File: config.mk
export PLATFORM = sky130hd
export DESIGN_NAME = addsub_pipe
export DESIGN_NICKNAME = d
export VERILOG_FILES = /design/src/rtl/addsub_pkg.sv /design/src/rtl/pipe_stage.sv /design/src/rtl/addsub_pipe.sv
export SDC_FILE = /design/constraint.sdc
export NUM_CORES = 1
export LEC_CHECK = 0
export BUFFER_PORTS_ARGS = -buffer_cell sky130_fd_sc_hd__buf_2
export CAP_MARGIN = 20
export CORE_ASPECT_RATIO = 0.5
export CORE_MARGIN = 1.5
export CORE_UTILIZATION = 45
export CTS_CLUSTER_DIAMETER = 30
export DETAILED_ROUTE_END_ITERATION = 6
export HOLD_SLACK_MARGIN = 0.15
export PLACE_DENSITY = 0.82
export SLEW_MARGIN = 20
export SYNTH_ARGS = -nofsm -noshare
export SYNTH_HDL_FRONTEND = slang
export SYNTH_SLANG_ARGS = --single-unit
File: constraint.sdc
create_clock -name clk -period 1.6 [get_ports clk]
set_input_delay 0.16 -clock clk [delete_from_list [all_inputs] [get_ports clk]]
set_output_delay 0.16 -clock clk [all_outputs]
set_load 0.02 [all_outputs]
File: src/rtl/addsub_pkg.sv
// Shared definitions for the pipelined adder/subtractor: op-select codes and
// signed saturation limits.
package addsub_pkg;

   localparam logic OP_ADD = 1'b0;
   localparam logic OP_SUB = 1'b1;

   // Widest operand the saturation helper can describe
   localparam int unsigned SAT_MAX_W = 64;

   // Signed max (0111..1) or min (1000..0) of width w, right-aligned
   function automatic logic [SAT_MAX_W-1:0] signed_limit(input int unsigned w,
                                                         input logic        neg);
      logic [SAT_MAX_W-1:0] msb;
      msb = SAT_MAX_W'(1) << (w - 1);
      return neg ? msb : (msb - SAT_MAX_W'(1));
   endfunction

endpackage

File: src/rtl/pipe_stage.sv
// One {valid, payload} slot of the result pipeline; holds while the pipe stalls.
module pipe_stage #(
   parameter int unsigned W = 8
) (
   input  logic         clk,
   input  logic         rst,
   input  logic         i_advance,
   input  logic         i_valid,
   input  logic [W-1:0] i_payload,
   output logic         o_valid,
   output logic [W-1:0] o_payload
);

   logic         r_valid;
   logic [W-1:0] r_payload;

   // Slot register: load on advance, otherwise hold
   always_ff @(posedge clk or posedge rst) begin
      if (rst) begin
         r_valid   <= 1'b0;
         r_payload <= '0;
      end else if (i_advance) begin
         r_valid   <= i_valid;
         r_payload <= i_payload;
      end
   end

   assign o_valid   = r_valid;
   assign o_payload = r_payload;

endmodule

File: src/rtl/addsub_pipe.sv
// Pipelined N-bit adder/subtractor with carry/borrow-in, carry and overflow
// flags, STAGES cycles of latency and a whole-pipe valid/ready stall.
// Optional macro SATURATE_EN: clamp q to signed max/min on overflow.
module addsub_pipe
   import addsub_pkg::*;
#(
   parameter int unsigned N      = 8,
   parameter int unsigned STAGES = 2
) (
   input  logic         clk,
   input  logic         rst,
   input  logic [N-1:0] a,
   input  logic [N-1:0] b,
   input  logic         c_in,
   input  logic         sel,
   input  logic         in_valid,
   output logic         in_ready,
   output logic [N-1:0] q,
   output logic         c_out,
   output logic         ovf,
   output logic         out_valid,
   input  logic         out_ready
);

   localparam int unsigned SW = N + 1;   // sum width including carry
   localparam int unsigned PW = N + 2;   // payload {ovf, c_out, q}

   logic [N-1:0]               w_b_eff;
   logic                       w_cin_eff;
   logic [SW-1:0]              w_sum;
   logic                       w_ovf;
   logic [N-1:0]               w_q;
   logic [PW-1:0]              w_pay_s1;
   logic                       w_advance;
   logic [STAGES-1:0]          w_valid;
   logic [STAGES-1:0][PW-1:0]  w_pay;

   // Stage-1 arithmetic: subtraction as a + ~b + ~c_in at full width
   always_comb begin
      w_b_eff   = (sel == OP_SUB) ? ~b : b;
      w_cin_eff = (sel == OP_SUB) ? ~c_in : c_in;
      w_sum     = {1'b0, a} + {1'b0, w_b_eff} + SW'(w_cin_eff);
      w_ovf     = (a[N-1] == w_b_eff[N-1]) && (w_sum[N-1] != a[N-1]);
`ifdef SATURATE_EN
      w_q       = w_ovf ? N'(signed_limit(N, a[N-1])) : w_sum[N-1:0];
`else
      w_q       = w_sum[N-1:0];
`endif
      w_pay_s1  = {w_ovf, w_sum[N], w_q};
   end

   // Whole pipe moves when the output slot is empty or being taken
   assign w_advance = !out_valid || out_ready;
   assign in_ready  = w_advance;

   // Stage chain: first slot takes the arithmetic result, the rest are delays
   for (genvar g = 0; g < STAGES; g++) begin : g_stage
      if (g == 0) begin : g_first
         pipe_stage #(.W(PW)) u_stage (
            .clk       (clk),
            .rst       (rst),
            .i_advance (w_advance),
            .i_valid   (in_valid),
            .i_payload (w_pay_s1),
            .o_valid   (w_valid[g]),
            .o_payload (w_pay[g])
         );
      end else begin : g_rest
         pipe_stage #(.W(PW)) u_stage (
            .clk       (clk),
            .rst       (rst),
            .i_advance (w_advance),
            .i_valid   (w_valid[g-1]),
            .i_payload (w_pay[g-1]),
            .o_valid   (w_valid[g]),
            .o_payload (w_pay[g])
         );
      end
   end

   assign out_valid         = w_valid[STAGES-1];
   assign {ovf, c_out, q}   = w_pay[STAGES-1];

endmodule

Yosys cells after proc, flatten, opt, wreduce, memory -nomap -nowiden
Cells that the tools add are included.
Widths: inputs -> output; s select.
- add/subtract/negate cells: 2
- equality and inequality tests: 2
- multiplexer cells: 2
- bitwise operators: 2
- reductions and logical operators: 3
- operator list (kind ; count):
    $add 8x8->9 ; 1
    $add 9x1->9 ; 1
    $mux 8 ; 1
    $not 8->8 ; 1
    $eq 1x1->1 ; 1
    $logic_and 1x1->1 ; 1
    $logic_not 1->1 ; 1
    $logic_or 1x1->1 ; 1
    $mux 1 ; 1
    $ne 1x1->1 ; 1
    $not 1->1 ; 1
- register bits after elaboration: 22
- input bits: 22
- word-level logic and storage cells: 15

Longest topological paths before layout
- word-level depth: 6
- gate-level depth with buffers: 10
- gate-level depth less buffers: 9

By module
A second synthesis with hierarchy kept.
- cell total of the unflattened synthesis: 104
- area, all modules: 1356.3 um^2
- by module, submodules not included (module ; times used ; cells an instance ; area an instance (um^2) ; seq. area each (um^2)):
    pipe_stage ; 2 ; 24 ; 451.7 ; 275.3
    addsub_pipe ; 1 ; 56 ; 452.9 ; 0.0

Worst setup path after synthesis
OpenSTA, ideal clock, no wires.
- kind: input to register
- start: in sel
- end: reg g_stage[0].g_first.u_stage.r_payload[6]
- library setup time: 64 ps
- data arrival time: 2099 ps
- required time: 1536 ps
- slack: -563 ps
- stages: 10
- path through: buf_2 -> xor2_1 -> fa_1 -> inv_1 -> fa_1 -> nor2b_4 -> o31a_1 -> o31a_1 -> a211oi_1 -> a21o_1
- cells in the longest elaborated chain, start to end: 3
- elaborated cells between the ends (all ways): 4
- classes of those cells: add/sub: 2; mux: 2
- ends and longest elaborated chain (what ; line ; source):
    from (decl) ; addsub_pipe.sv:15 ; input logic sel,
    $mux 8 ; addsub_pipe.sv:40 ; w_b_eff = (sel == OP_SUB) ? ~b : b;
    $add 8x8->9 ; addsub_pipe.sv:42 ; w_sum = {1'b0, a} + {1'b0, w_b_eff} + SW'(w_cin_eff);
    $add 9x1->9 (*) ; addsub_pipe.sv:42 ;
    to (signal assigned) ; pipe_stage.sv:24 ; r_payload <= i_payload;
    to (decl) ; pipe_stage.sv:15 ; logic [W-1:0] r_payload;
Every way passes the cells marked *; elsewhere a longest branch is shown, timed or not.
A chain may end at the register's enable or synchronous reset.

Worst setup path after layout
- start: in b[0]
- end: reg g_stage[0].g_first.u_stage.r_payload[8]
- cells in the longest elaborated chain, start to end: 4
- ends and longest elaborated chain (what ; line ; source):
    from (decl) ; addsub_pipe.sv:13 ; input logic [N-1:0] b,
    $not 8->8 ; addsub_pipe.sv:40 ;
    $mux 8 (*) ; addsub_pipe.sv:40 ;
    $add 8x8->9 (*) ; addsub_pipe.sv:42 ;
    $add 9x1->9 (*) ; addsub_pipe.sv:42 ;
Marks and branches as above.

==> impl_metrics.tcl <==
set metrics [dict create \
    max_stage_delay_ns 0.38 \
    seq_area_um2 551 \
    cts_buffer_depth 2 \
    via_count 1002 \
    powerDensity_nw_per_um2 1130 \
    finalMaxSlewViolations 0 \
    viasPerCell 4.64 \
    htreeDepth 1 \
    ys_seq_area_frac 0.456 \
    fillCellCount 210 \
    grtUsageMet3 0.0209 \
    fin_crit_ns 1.84 \
    wl_per_cell_um 11.4 \
    critPathLaunch "b[0]" \
    antenna_found_initial 0 \
    dr.pass1.iters 4 \
    grt_max_degree 24 \
    die_w_um 76.3 \
    synth_top_area_frac 0.456 \
    rows 13 \
    cp.arrival_ns 1.98 \
    synthToLayoutAreaGrowth_pct 38.9 \
    drt.antenna.violating_nets 0 \
    ys_types 24 \
    overflow 0 \
    fin_cells 216 \
    antenna_cells 0 \
    endpoint "g_stage[0].g_first.u_stage.o_payload[8]" \
    hold_viol 0 \
    drive_above_1_share 0.369 \
    holdWs_ns 0.247 \
    rr_startpoint "g_stage[1].g_rest.u_stage.o_valid" \
    worst_pin_slew_ns 0.266 \
    setup_viol 5 \
    cts.sinks 22 \
    max-vdd-ir-drop_mv 0.481 \
    netlist.top_cell.by_area "dfrtp_1" \
    cts_tree "built" \
    ios 34 \
    crit_type "input port to flop" \
    crit_required_ns 1.75 \
    multi_input_area_um2 682 \
    reg2reg_depth 4 \
    hp-class "input port to flop" \
    drtIter0Drc 102 \
    failed_checks "negative setup slack" \
    slew-limit-headroom 0.823 \
    cap_violations 0 \
    nets 212 \
    numPlacedInstances 209 \
    gr-max-usage-layer "met2" \
    synth_ff_type "dfrtp_1" \
    r2r-end "g_stage[0].g_first.u_stage.o_payload[6]" \
    netlist_area_um2 1210 \
    grtUsageMet1 0.218 \
    synth_common_cells "nand2_1, dfrtp_1, xor2_1, ha_1, nor2_1" \
    wl_mm 2.47 \
    place.port_buffers 33 \
    status "finished with violations" \
    tritoncts.num_buffers 3 \
    post-dp-hpwl_mm 1.79 \
    setup_tns_ns -0.629 \
    fin_skew_ns 0.00244 \
    dpl_worst_slack_ns -0.567 \
    clkTransAtPathRegs_ns 0.07 \
    fmax_ghz 0.545 \
    async_reset_ff_frac 1.00 \
    gp_congestion 0.849 \
    insertion_delay_ns 0.26 \
    cp_slowest_cell "fa_2" \
    grt_use_met2 0.290 \
    grt_pass1_vias 879 \
    dieArea_um2 3020 \
    grt_pass1_wl_mm 3.80 \
    crit_chain "buf_6 -> xor2_2 -> fa_2 -> inv_2 -> fa_2 -> nor2b_4 -> o31a_1 -> o31a_1 -> o21ai_1 -> a21oi_1" \
    cp-end-kind "flop" \
    die-height_um 39.6 \
    synth_fp_nets 162 \
    rrSetupSlack_ns 0.45 \
    start_util 0.470 \
    core_area_um2 2570 \
    post-route-period-util 1.15 \
    totalPowerFinal_w 0.00189 \
    synth.most_common_cell "nand2_1" \
    grtUsageTotal 0.166 \
    fin_ws_ns -0.236 \
    postSynthCellCount 131 \
    cp-start-kind "input port" \
    syn_avg_cell_area_um2 9.22 \
    cp_max_fo 3 \
    ys_seq_elements 22 \
    synth_edf_count 0 \
    cts-root-buf "clkbuf_8" \
    synthTopCellsByArea "dfrtp_1, nand2_1, xor2_1" \
    rsz0062_at_grt "yes" \
    drc 0 \
    power_leakage_nw 0.869 \
    yosysWarnings 0 \
]
## stage by stage
stage / area (µm²) / util
finish: 1680 / 0.652
global route: 1680 / 0.652
CTS: 1620 / 0.630
detailed placement: 1520 / 0.591
global placement: 1520 / 0.591
floorplan: 1240 / -
## layout make-up
| class | instances | share of cell area |
|---|---|---|
| Clock buffer | 3 | 0.0246 |
| Inverter | 5 | 0.0112 |
| Timing Repair Buffer | 51 | 0.201 |
| Multi-Input combinational cell | 98 | 0.407 |
| Tap cell | 37 | 0.0276 |
| Sequential cell | 22 | 0.328 |
## layout by cell type (no fill, tap or decap), types with 2 or more instances in the layout
cell type / n
a21oi_1: 5
buf_6: 2
o31a_1: 2
o21ai_0: 4
nor2_1: 7
o21a_1: 2
xor2_2: 2
nand2_1: 39
inv_1: 4
ha_1: 7
a21o_1: 3
clkbuf_8: 3
buf_4: 14
buf_2: 31
xor2_1: 11
fa_2: 2
dlygate4sd3_1: 2
a211oi_2: 3
dfrtp_1: 22
## repair_timing
action,in CTS,in global routing
setup buffers,0,2
resized for setup,7,9
hold endpoints to repair,23,0
setup endpoints to repair,6,6
hold buffers,2,0
pin swaps,8,13
## flip-flops by register name (all words and copies together), names as in the netlist
| signal | flops |
|---|---|
| g_stage.g_first.u_stage.o_payload | 10 |
| g_stage.g_rest.u_stage.o_payload | 10 |
| g_stage.g_first.u_stage.o_valid | 1 |
| g_stage.g_rest.u_stage.o_valid | 1 |
## worst min-delay path by stage
| stage | from | to | slack [ns] | cells after the start |
|---|---|---|---|---|
| finish | a[7] | g_stage[0].g_first.u_stage.o_payload[9] | 0.25 | 3 |
| global route | a[7] | g_stage[0].g_first.u_stage.o_payload[9] | 0.27 | 3 |
| CTS | a[7] | g_stage[0].g_first.u_stage.o_payload[9] | 0.24 | 3 |
| detailed placement | rst | g_stage[1].g_rest.u_stage.o_payload[7] | 0.20 | 3 |
| global placement | rst | g_stage[1].g_rest.u_stage.o_valid | 0.20 | 3 |
| floorplan | rst | g_stage[0].g_first.u_stage.o_payload[0] | 0.15 | 1 |
## report_power, final
group / total, W / internal, W / switching, W
clock network: 0.000333 / 0.000168 / 0.000165
registers: 0.000791 / 0.000714 / 0.0000769
logic: 0.000763 / 0.000342 / 0.000422
total: 0.00189 / 0.00122 / 0.000664
## critical path, delay by kind of cell
family                   cells  cell delay, ns
AO/OA/AOI/OAI                4            0.81
XOR/XNOR                     1            0.17
adder cells (fa/ha/maj)      2            0.61
buffers and inverters        2            0.17
AND/OR/NAND/NOR              1            0.05
## cells by family (layout without fill, tap and decap cells)
group	after synthesis	in the layout	share of synthesized area
AOI/OAI and AO/OA	25	25	0.132
and+or+nand+nor	50	50	0.170
buffers and inverters	11	59	0.0352
xor gates and xnor gates	14	14	0.102
adders and majority gates	9	9	0.106
DFF	22	22	0.456
## metal layers
metal	part of all wire	vias up	wire, µm
li1	-	520	-
met1	0.49	459	1200
met2	0.47	21	1150
met3	0.040	2	98
met4	0.0069	0	17
met5	0	-	0
(Power assumes the default switching activity.)
